===== src/rtl/retire_trace_tx.sv =====
// Commit-trace transmitter: classifies retiring instructions into trace records, buffers them in a FWFT FIFO
// and streams them out over valid/ready. Optional build macro TRACE_TIMESTAMP_EN adds a per-record cycle stamp.
module retire_trace_tx #(
   parameter int DEPTH = 4,
   parameter int XLEN  = 32
) (
   input  logic            clk,
   input  logic            reset,
   input  logic            wb_valid,
   input  logic [XLEN-1:0] wb_pc,
   input  logic [31:0]     wb_instr,
   input  logic            wb_reg_write,
   input  logic [XLEN-1:0] wb_data,
   input  logic [XLEN-1:0] wb_rs_val,
   input  logic [XLEN-1:0] wb_rt_val,
   input  logic [XLEN-1:0] wb_v0_val,
   output logic            trace_valid,
   input  logic            trace_ready,
   output logic [XLEN-1:0] trace_pc,
   output logic [31:0]     trace_instr,
   output logic [1:0]      trace_kind,
   output logic [4:0]      trace_dest,
   output logic [XLEN-1:0] trace_dest_val,
   output logic [XLEN-1:0] trace_rs_val,
   output logic [XLEN-1:0] trace_rt_val,
   output logic            stall_req,
   output logic            overflow,
   output logic            test_done,
   output logic [31:0]     retired_count
`ifdef TRACE_TIMESTAMP_EN
   ,
   output logic [31:0]     trace_cycle
`endif
);

   // state | meaning
   // RUN   | normal tracing, captures accepted
   // DRAIN | end-of-test syscall queued, captures ignored until FIFO empties
   // DONE  | FIFO drained, test_done held until reset
   typedef enum logic [1:0] {ST_RUN, ST_DRAIN, ST_DONE} state_t;

   localparam int            AW       = (DEPTH > 1) ? $clog2(DEPTH) : 1;
   localparam logic [AW:0]   FULL_CNT = (AW+1)'(DEPTH);
   localparam logic [1:0]    KIND_R   = 2'd0;
   localparam logic [1:0]    KIND_I   = 2'd1;
   localparam logic [1:0]    KIND_J   = 2'd2;
   localparam logic [1:0]    KIND_SYS = 2'd3;

   state_t          state_q, state_d;
   logic [AW-1:0]   wr_ptr_q, wr_ptr_d;
   logic [AW-1:0]   rd_ptr_q, rd_ptr_d;
   logic [AW:0]     cnt_q, cnt_d;
   logic            overflow_q, overflow_d;
   logic [31:0]     retired_q, retired_d;

   logic [XLEN-1:0] pc_mem    [DEPTH];
   logic [31:0]     instr_mem [DEPTH];
   logic [1:0]      kind_mem  [DEPTH];
   logic [4:0]      dest_mem  [DEPTH];
   logic [XLEN-1:0] dval_mem  [DEPTH];
   logic [XLEN-1:0] rs_mem    [DEPTH];
   logic [XLEN-1:0] rt_mem    [DEPTH];

   logic [5:0]      opcode;
   logic [5:0]      funct;
   logic [1:0]      kind_c;
   logic [4:0]      dest_c;
   logic [XLEN-1:0] dval_c;
   logic            capture, push, pop, full, empty, end_hit;

   assign opcode = wb_instr[31:26];
   assign funct  = wb_instr[5:0];

   always_comb begin
      kind_c = KIND_I;
      dest_c = wb_instr[20:16];
      if (opcode == 6'd0) begin
         if (funct == 6'h0c) begin
            kind_c = KIND_SYS;
            dest_c = 5'd0;
         end else begin
            kind_c = KIND_R;
            dest_c = wb_instr[15:11];
         end
      end else if (opcode == 6'd2) begin
         kind_c = KIND_J;
         dest_c = 5'd0;
      end else if (opcode == 6'd3) begin
         kind_c = KIND_J;
         dest_c = 5'd31;
      end
   end

   // Without a write-back the record carries the register's current value where the bench knows it (rt for I-type).
   always_comb begin
      dval_c = '0;
      if (wb_reg_write) begin
         dval_c = wb_data;
      end else if (kind_c == KIND_I) begin
         dval_c = wb_rt_val;
      end
   end

   assign empty       = (cnt_q == '0);
   assign full        = (cnt_q == FULL_CNT);
   assign trace_valid = !empty && (state_q != ST_DONE);
   assign pop         = trace_valid && trace_ready;
   assign capture     = wb_valid && (wb_instr != 32'd0) && (state_q == ST_RUN);
   assign push        = capture && (!full || pop);
   assign end_hit     = push && (kind_c == KIND_SYS) && (wb_v0_val == XLEN'(32'h0000_000a));

   always_comb begin
      wr_ptr_d   = wr_ptr_q;
      rd_ptr_d   = rd_ptr_q;
      cnt_d      = cnt_q;
      retired_d  = retired_q;
      overflow_d = overflow_q | (capture && full && !pop);
      if (push) begin
         wr_ptr_d  = wr_ptr_q + AW'(1);
         retired_d = retired_q + 32'd1;
      end
      if (pop) begin
         rd_ptr_d = rd_ptr_q + AW'(1);
      end
      if (push && !pop) begin
         cnt_d = cnt_q + (AW+1)'(1);
      end else if (pop && !push) begin
         cnt_d = cnt_q - (AW+1)'(1);
      end
   end

   always_comb begin
      state_d = state_q;
      case (state_q)
         ST_RUN:   if (end_hit) state_d = ST_DRAIN;
         ST_DRAIN: if (empty)   state_d = ST_DONE;
         ST_DONE:  state_d = ST_DONE;
         default:  state_d = ST_RUN;
      endcase
   end

   always_ff @(posedge clk or posedge reset) begin
      if (reset) begin
         state_q    <= ST_RUN;
         wr_ptr_q   <= '0;
         rd_ptr_q   <= '0;
         cnt_q      <= '0;
         overflow_q <= 1'b0;
         retired_q  <= '0;
      end else begin
         state_q    <= state_d;
         wr_ptr_q   <= wr_ptr_d;
         rd_ptr_q   <= rd_ptr_d;
         cnt_q      <= cnt_d;
         overflow_q <= overflow_d;
         retired_q  <= retired_d;
      end
   end

   // Payload storage needs no reset: outputs are masked whenever no valid head exists.
   always_ff @(posedge clk) begin
      if (push) begin
         pc_mem[wr_ptr_q]    <= wb_pc;
         instr_mem[wr_ptr_q] <= wb_instr;
         kind_mem[wr_ptr_q]  <= kind_c;
         dest_mem[wr_ptr_q]  <= dest_c;
         dval_mem[wr_ptr_q]  <= dval_c;
         rs_mem[wr_ptr_q]    <= wb_rs_val;
         rt_mem[wr_ptr_q]    <= wb_rt_val;
      end
   end

   assign trace_pc       = trace_valid ? pc_mem[rd_ptr_q]    : '0;
   assign trace_instr    = trace_valid ? instr_mem[rd_ptr_q] : '0;
   assign trace_kind     = trace_valid ? kind_mem[rd_ptr_q]  : '0;
   assign trace_dest     = trace_valid ? dest_mem[rd_ptr_q]  : '0;
   assign trace_dest_val = trace_valid ? dval_mem[rd_ptr_q]  : '0;
   assign trace_rs_val   = trace_valid ? rs_mem[rd_ptr_q]    : '0;
   assign trace_rt_val   = trace_valid ? rt_mem[rd_ptr_q]    : '0;

   assign stall_req     = full;
   assign overflow      = overflow_q;
   assign test_done     = (state_q == ST_DONE);
   assign retired_count = retired_q;

`ifdef TRACE_TIMESTAMP_EN
   logic [31:0] cycle_q;
   logic [31:0] cyc_mem [DEPTH];

   always_ff @(posedge clk or posedge reset) begin
      if (reset) begin
         cycle_q <= '0;
      end else begin
         cycle_q <= cycle_q + 32'd1;
      end
   end

   always_ff @(posedge clk) begin
      if (push) begin
         cyc_mem[wr_ptr_q] <= cycle_q;
      end
   end

   assign trace_cycle = trace_valid ? cyc_mem[rd_ptr_q] : '0;
`endif

endmodule


===== config.mk =====
export PLATFORM = sky130hd
export DESIGN_NAME = retire_trace_tx
export DESIGN_NICKNAME = d
export VERILOG_FILES = /design/src/rtl/retire_trace_tx.sv
export SDC_FILE = /design/constraint.sdc
export NUM_CORES = 1
export LEC_CHECK = 0
export ABC_AREA = 0
export CAP_MARGIN = 20
export CORE_MARGIN = 2
export CORE_UTILIZATION = 54
export CTS_CLUSTER_SIZE = 20
export DETAILED_ROUTE_END_ITERATION = 8
export PLACE_DENSITY = 0.84
export SETUP_SLACK_MARGIN = 0.3
export SYNTH_ARGS = -nofsm -noshare
export SYNTH_HDL_FRONTEND = slang
export SYNTH_SLANG_ARGS = --single-unit

===== constraint.sdc =====
create_clock -name clk -period 6.91 [get_ports clk]
set_input_delay 1.382 -clock clk [delete_from_list [all_inputs] [get_ports clk]]
set_output_delay 1.382 -clock clk [all_outputs]
set_load 0.01 [all_outputs]

# Word level (Yosys, flattened, before mapping)

Memories as Yosys holds them, arrays and structs flattened.
Cells that the tools add are included.

Output and inout port bits: 203
RAM bits: 668
Bits in read-only memories: 0
Bits in registers: 42
Latch bits: 0
Memories: 7
Logic and storage cells: 77
Input bits: 197

Memory list:

| name        | depth | bits a word | rd ports | clocked after Yosys merged registers in | wr ports | line | source |
|---|---|---|---|---|---|---|---|
| dval_mem    | 4     | 32          | 1        | 0                                       | 1        | 60   | `logic [XLEN-1:0] dval_mem [DEPTH];` |
| instr_mem   | 4     | 32          | 1        | 0                                       | 1        | 57   | `logic [31:0] instr_mem [DEPTH];` |
| pc_mem      | 4     | 32          | 1        | 0                                       | 1        | 56   | `logic [XLEN-1:0] pc_mem [DEPTH];` |
| rs_mem      | 4     | 32          | 1        | 0                                       | 1        | 61   | `logic [XLEN-1:0] rs_mem [DEPTH];` |
| rt_mem      | 4     | 32          | 1        | 0                                       | 1        | 62   | `logic [XLEN-1:0] rt_mem [DEPTH];` |
| dest_mem    | 4     | 5           | 1        | 0                                       | 1        | 59   | `logic [4:0] dest_mem [DEPTH];` |
| +1 memories | -     | -           | -        | -                                       | -        | -    |  |

Eq/ne operators: 12
Magnitude comparators: 0
Mux-type cells: 24
Reductions and logical operators: 22
Multipliers: 0
$add $sub $neg: 5
Shift-type cells: 0
Divide/modulo/power cells: 0
Bitwise operators: 1

Operators by type and width:

| operator                                         | count |
|---|---|
| 2-to-1 mux 32 bit                                | 7 |
| adder 32 x 1 -> 32 bit, second input constant    | 1 |
| == test 32 x 4 -> 1 bit, second input constant   | 1 |
| nonzero test 32 bit                              | 1 |
| 2-to-1 mux 5 bit                                 | 5 |
| 2-to-1 mux 2 bit                                 | 7 |
| == test 6 x 2 -> 1 bit, second input constant    | 2 |
| logical AND 1 bit                                | 11 |
| == test 6 x 4 -> 1 bit, second input constant    | 1 |
| zero test 6 bit                                  | 1 |
| 2-to-1 mux 3 bit                                 | 2 |
| inequality test 2 bit, second input constant     | 3 |
| one-hot mux 2 bit (3 select lines)               | 1 |
| adder 2 x 1 -> 2 bit, second input constant      | 2 |
| == test 2 x 1 -> 1 bit, second input constant    | 2 |
| == test 2 bit, second input constant             | 2 |
| zero test 1 bit                                  | 4 |
| adder 3 x 1 -> 3 bit, second input constant      | 1 |
| == test 3 bit, second input constant             | 1 |
| zero test 3 bit                                  | 1 |
| subtractor 3 x 1 -> 3 bit, second input constant | 1 |
| zero test 2 bit                                  | 1 |
| 2-to-1 mux 1 bit                                 | 2 |
| AND reduction 2 bit                              | 1 |
| other kinds (3)                                  | 3 |

# Longest topological paths before layout

Depth in word-level cells: 10
Depth in mapped cells: 13
Gate-level depth less buffers: 12

# Worst setup path after synthesis

Ideal clock, no wire load.

Path type: input to register
Start: input port trace_ready
End: memory dest_mem[0][0] (enable)
Slack: 0.220 ns
Library setup time: 0.547 ns
Data required time: 6.363 ns
Arrival: 6.143 ns
Path buffers: 1
Stages: 6
Cell sequence: nand2b_1 > a21oi_2 > o41ai_4 > inv_4 > buf_6 > and2_1

Word-level cells in the longest chain between the ends: 5

RTL lines:

| element                                | line | source |
|---|---|---|
| start: declaration                     | 18   | `input logic trace_ready,` |
| logical AND 1 bit                      | 107  | `assign pop = trace_valid && trace_ready;` |
| logical OR 1 bit                       | 109  | `assign push = capture && (!full \|\| pop);` |
| logical AND 1 bit                      | 109  |  |
| net push                               | 69   | `logic capture, push, pop, full, empty, end_hit;` |
| 2-to-1 mux 1 bit                       | 162  | `if (push) begin` |
| 2-to-1 mux 1 bit (not written as such) | 166  | `dest_mem[wr_ptr_q] <= dest_c;` |
| end: declaration                       | 59   |  |

The timed path passes the listed nets, and every way through them passes these cells.

# Worst setup path in the final report

Start: input port wb_instr[13]
End: memory rt_mem[1][8] (enable)

Word-level cells in the longest chain between the ends: 6

RTL lines:

| element                                | line | source |
|---|---|---|
| start: declaration                     | 11   | `input logic [31:0] wb_instr,` |
| nonzero test 32 bit                    | 108  | `assign capture = wb_valid && (wb_instr != 32'd0) && (state_q == ST_RUN);` |
| logical AND 1 bit (2 in a row)         | 108  |  |
| logical AND 1 bit                      | 109  |  |
| 2-to-1 mux 1 bit                       | 162  |  |
| 2-to-1 mux 1 bit (not written as such) | 169  | `rt_mem[wr_ptr_q] <= wb_rt_val;` |
| end: declaration                       | 62   |  |

No other way between the ends.

==> run_results.csv <==
group,metric,value,unit
final_layout,area_delta_synth_final,25.4,%
cts,cts-resized-gates,0,
die,rows,83,
run_status,status,"finished clean",
die,die-area,0.0535,mm^2
synth,synth.most_common_cell,"edfxtp_1",
drt,first_pass_iters,5,
synth,synth_ff_type,"edfxtp_1",
run,drv_cap,0,
sta,timing.slew.headroom,0.220,
placed_design,dp.cells,2383,
hold_path,hold_class,"flip-flop to flip-flop",
die,start_util,0.545,
global_route,antenna_found_initial,4,
setup_path,worstSetupPathType,"primary input to flip-flop",
synth,synth_area_leaders,"edfxtp_1 72%, mux4_2 13%, and2_1 3.9%, dfrtp_1 3.8%, a22o_1 1.0%",
global_route,gr-total-overflow,0,
cts,root_buffer,"clkbuf_16",
sta,period_share,0.705,
sta,max_freq,205,MHz
drt,vias,14700,
pwr,irDropWorstVdd,0.268,mV
final_layout,fin_nets,1984,
setup_path,cp-end-kind,"flip-flop",
synth,post_synth.cell_area_avg,20.6,um^2
cts,cts_tree,"built",
placed_design,port_buffers,399,
synth,synth_seq_cells,710,
setup_path,cp_data_arrival_time,5.05,ns
drt,drc,0,
final_layout,regArea,0.0211,mm^2
synth,synth-seq-area-share,0.756,
synth,synthesis.area,0.0279,mm^2
die,ios,400,
pwr,p_leak,11.7,nW
drt,drtIter0Drc,1211,
pwr,p_comb_frac,0.357,
setup_path,cp-start-kind,"primary input",
placed_design,dpl.hpwl,36600,um
drt,vias_per_cell,5.85,
pwr,clock_power_share,0.250,
global_route,grt_max_degree,168,
sta,fin_tns_setup,0,ns
drt,drt_wl_total,61500,um
setup_path,critPathMaxStageDelay,0.73,ns
setup_path,cp_top_family,"simple AND/OR/NAND/NOR gates",
drt,antenna_left,0,
cts,clk_pin_slew,0.06,ns
sta,setup_viol_count_final,0,
synth,yosys.area.top_type,"edfxtp_1",
pwr,power.internal,10.8,mW
synth,yosys-top-cells-count,"668 x edfxtp_1, 174 x and2_1, 167 x mux4_2",
die,die_h,231,um
setup_path,required,7.10,ns
cts,clk_latency,0.60,ns
synth,synthesis.nets,1561,
setup_path,cp_slowest_cell,"nor4_1",
synth,netlist_instances,1353,
cts,clock_path_buffers,3,
sta,slew_viol_final,0,
sta,worst_slew_pin_slew,1.17,ns
die,fp.coreArea,0.0512,mm^2
setup_path,crit_buf_inv,3,
pwr,p_switching,4.36,mW
synth,ys_async_sr_fraction,0.0592,
synth,synth_edf_count,668,
final_layout,drive_gt1_frac,0.167,
cts,ctsHoldBuffers,0,
final_layout,multi_input_area,0.00648,mm^2
sta,layout_min_cycle_time,4.87,ns
global_route,grt_usage,0.232,
drt,avgRoutedWirePerCell,24.5,um
cts,numCtsBuffers,71,
global_route,grt_pass1_vias,15300,
setup_path,cp_max_fo,68,
pwr,swShare,0.288,
sta,finClkSkew,0.0243,ns
sta,rsz0062_at_grt,"no",
cts,clock-sinks,710,
global_route,grt_pass1_wl,92800,um
final_layout,nFillCells,3127,
sta,hold_viol,0,
cts,cts_setup_buffers,0,
cts,ctsHtreeMaxLevel,3,
synth,ys_types,45,
pwr,p_per_area,432,mW/mm^2
final_layout,instances_no_fill,2515,
pwr,p_seq_frac,0.394,
setup_path,critical_path.cell_chain,"clkdlybuf4s50_1 -> nor4_1 -> nand4_1 -> o41ai_4 -> inv_4 -> and2_4 -> buf_4",
synth,synth_top_area_frac,0.719,
synth,synth_warnings,0,
placed_design,place.gp.congestion,0.810,
die,die_x,231,um
## layer usage
metal | vias up | part of all wire | global-route usage
li1 | 6333 | - | -
met1 | 7664 | 0.38 | 0.302
met2 | 569 | 0.52 | 0.391
met3 | 135 | 0.058 | 0.0357
met4 | 4 | 0.039 | 0.103
met5 | - | 0.00044 | 0
## metrics by stage
stage	power [mW]	utilization	instance area (um^2)	setup slack, ns	hold slack [ns]
6_report	15.1	0.683	35000	2.04	0.472
3_3_place_gp	11.4	0.638	32700	1.59	0.460
2_1_floorplan	8.86	-	27900	2.08	0.456
4_1_cts	15.3	0.683	35000	1.98	0.473
3_5_place_dp	11.5	0.638	32700	1.53	0.461
5_1_grt	15.7	0.683	35000	1.88	0.507
## placed cells by master, fill, tap and decap left out, types with 3 or more instances in the layout
cell type	instances
a21oi_1	7
a22o_1	32
and2_1	170
and2_4	4
and3_1	4
buf_12	4
buf_4	16
bufinv_16	6
clkbuf_1	14
clkbuf_16	76
clkdlybuf4s50_1	399
clkinv_1	19
clkinv_2	10
dfrtp_1	40
diode_2	3
edfxtp_1	668
ha_1	10
inv_1	9
mux2_2	3
mux4_2	167
nand2_1	21
nand3_1	16
nand4_1	14
nor2_1	11
nor3_1	20
nor4_1	18
or4_1	3
xnor2_1	13
xor2_1	23
## logic make-up (layout without fill, tap and decap cells)
group                    count (synthesis)  in the layout  share of synthesized area
flip-flops                             710            710                      0.756
AND/OR/NAND/NOR                        299            299                     0.0645
buffers and inverters                   79            558                     0.0120
AO/OA/AOI/OAI                           47             47                     0.0140
other                                    0              3                          0
adder cells (fa/ha/maj)                 11             11                    0.00520
XOR/XNOR                                37             37                     0.0119
multiplexers                           170            170                      0.136
## sequential cells by signal, indices dropped and copies added (netlist names)
register,cells
kind_mem,8
rs_mem,128
overflow,1
dval_mem,128
state_q,2
rt_mem,128
wr_ptr_q,2
dest_mem,20
pc_mem,128
cnt_q,3
rd_ptr_q,2
instr_mem,128
retired_count,32
## power groups by stage
stage | combinational (mW) | clock, mW | sequential [mW]
final | 5.40 | 3.77 | 5.95
after global placement | 5.41 | 0 | 5.97
after global routing | 5.73 | 3.99 | 6.02
after CTS | 5.48 | 3.84 | 5.96
after floorplan | 2.98 | 0 | 5.88
after detailed placement | 5.42 | 0 | 6.03
## layout make-up
cell class              count  share of cell area
clock buffers              90              0.0559
inverters                  10             0.00114
flip-flops and latches    710               0.604
repair buffers            419               0.120
well taps                 680              0.0243
diodes                      3            0.000215
multi-input cells         564               0.185
clock inverters            39             0.00987
## worst paths after layout
check	start	endpoint	slack [ns]	cells after the start
hold / removal	retired_count[31]	retired_count[31]	0.47	1
setup / recovery	wb_instr[13]	rt_mem[1][8]	2.04	7
max in group asynchronous	reset	rd_ptr_q[0]	5.25	3
min in group asynchronous	reset	wr_ptr_q[1]	1.24	3
hold reg to reg	retired_count[31]	retired_count[31]	0.47	1
setup reg to reg	state_q[0]	rt_mem[1][8]	2.72	8
(Power assumes the default switching activity.)
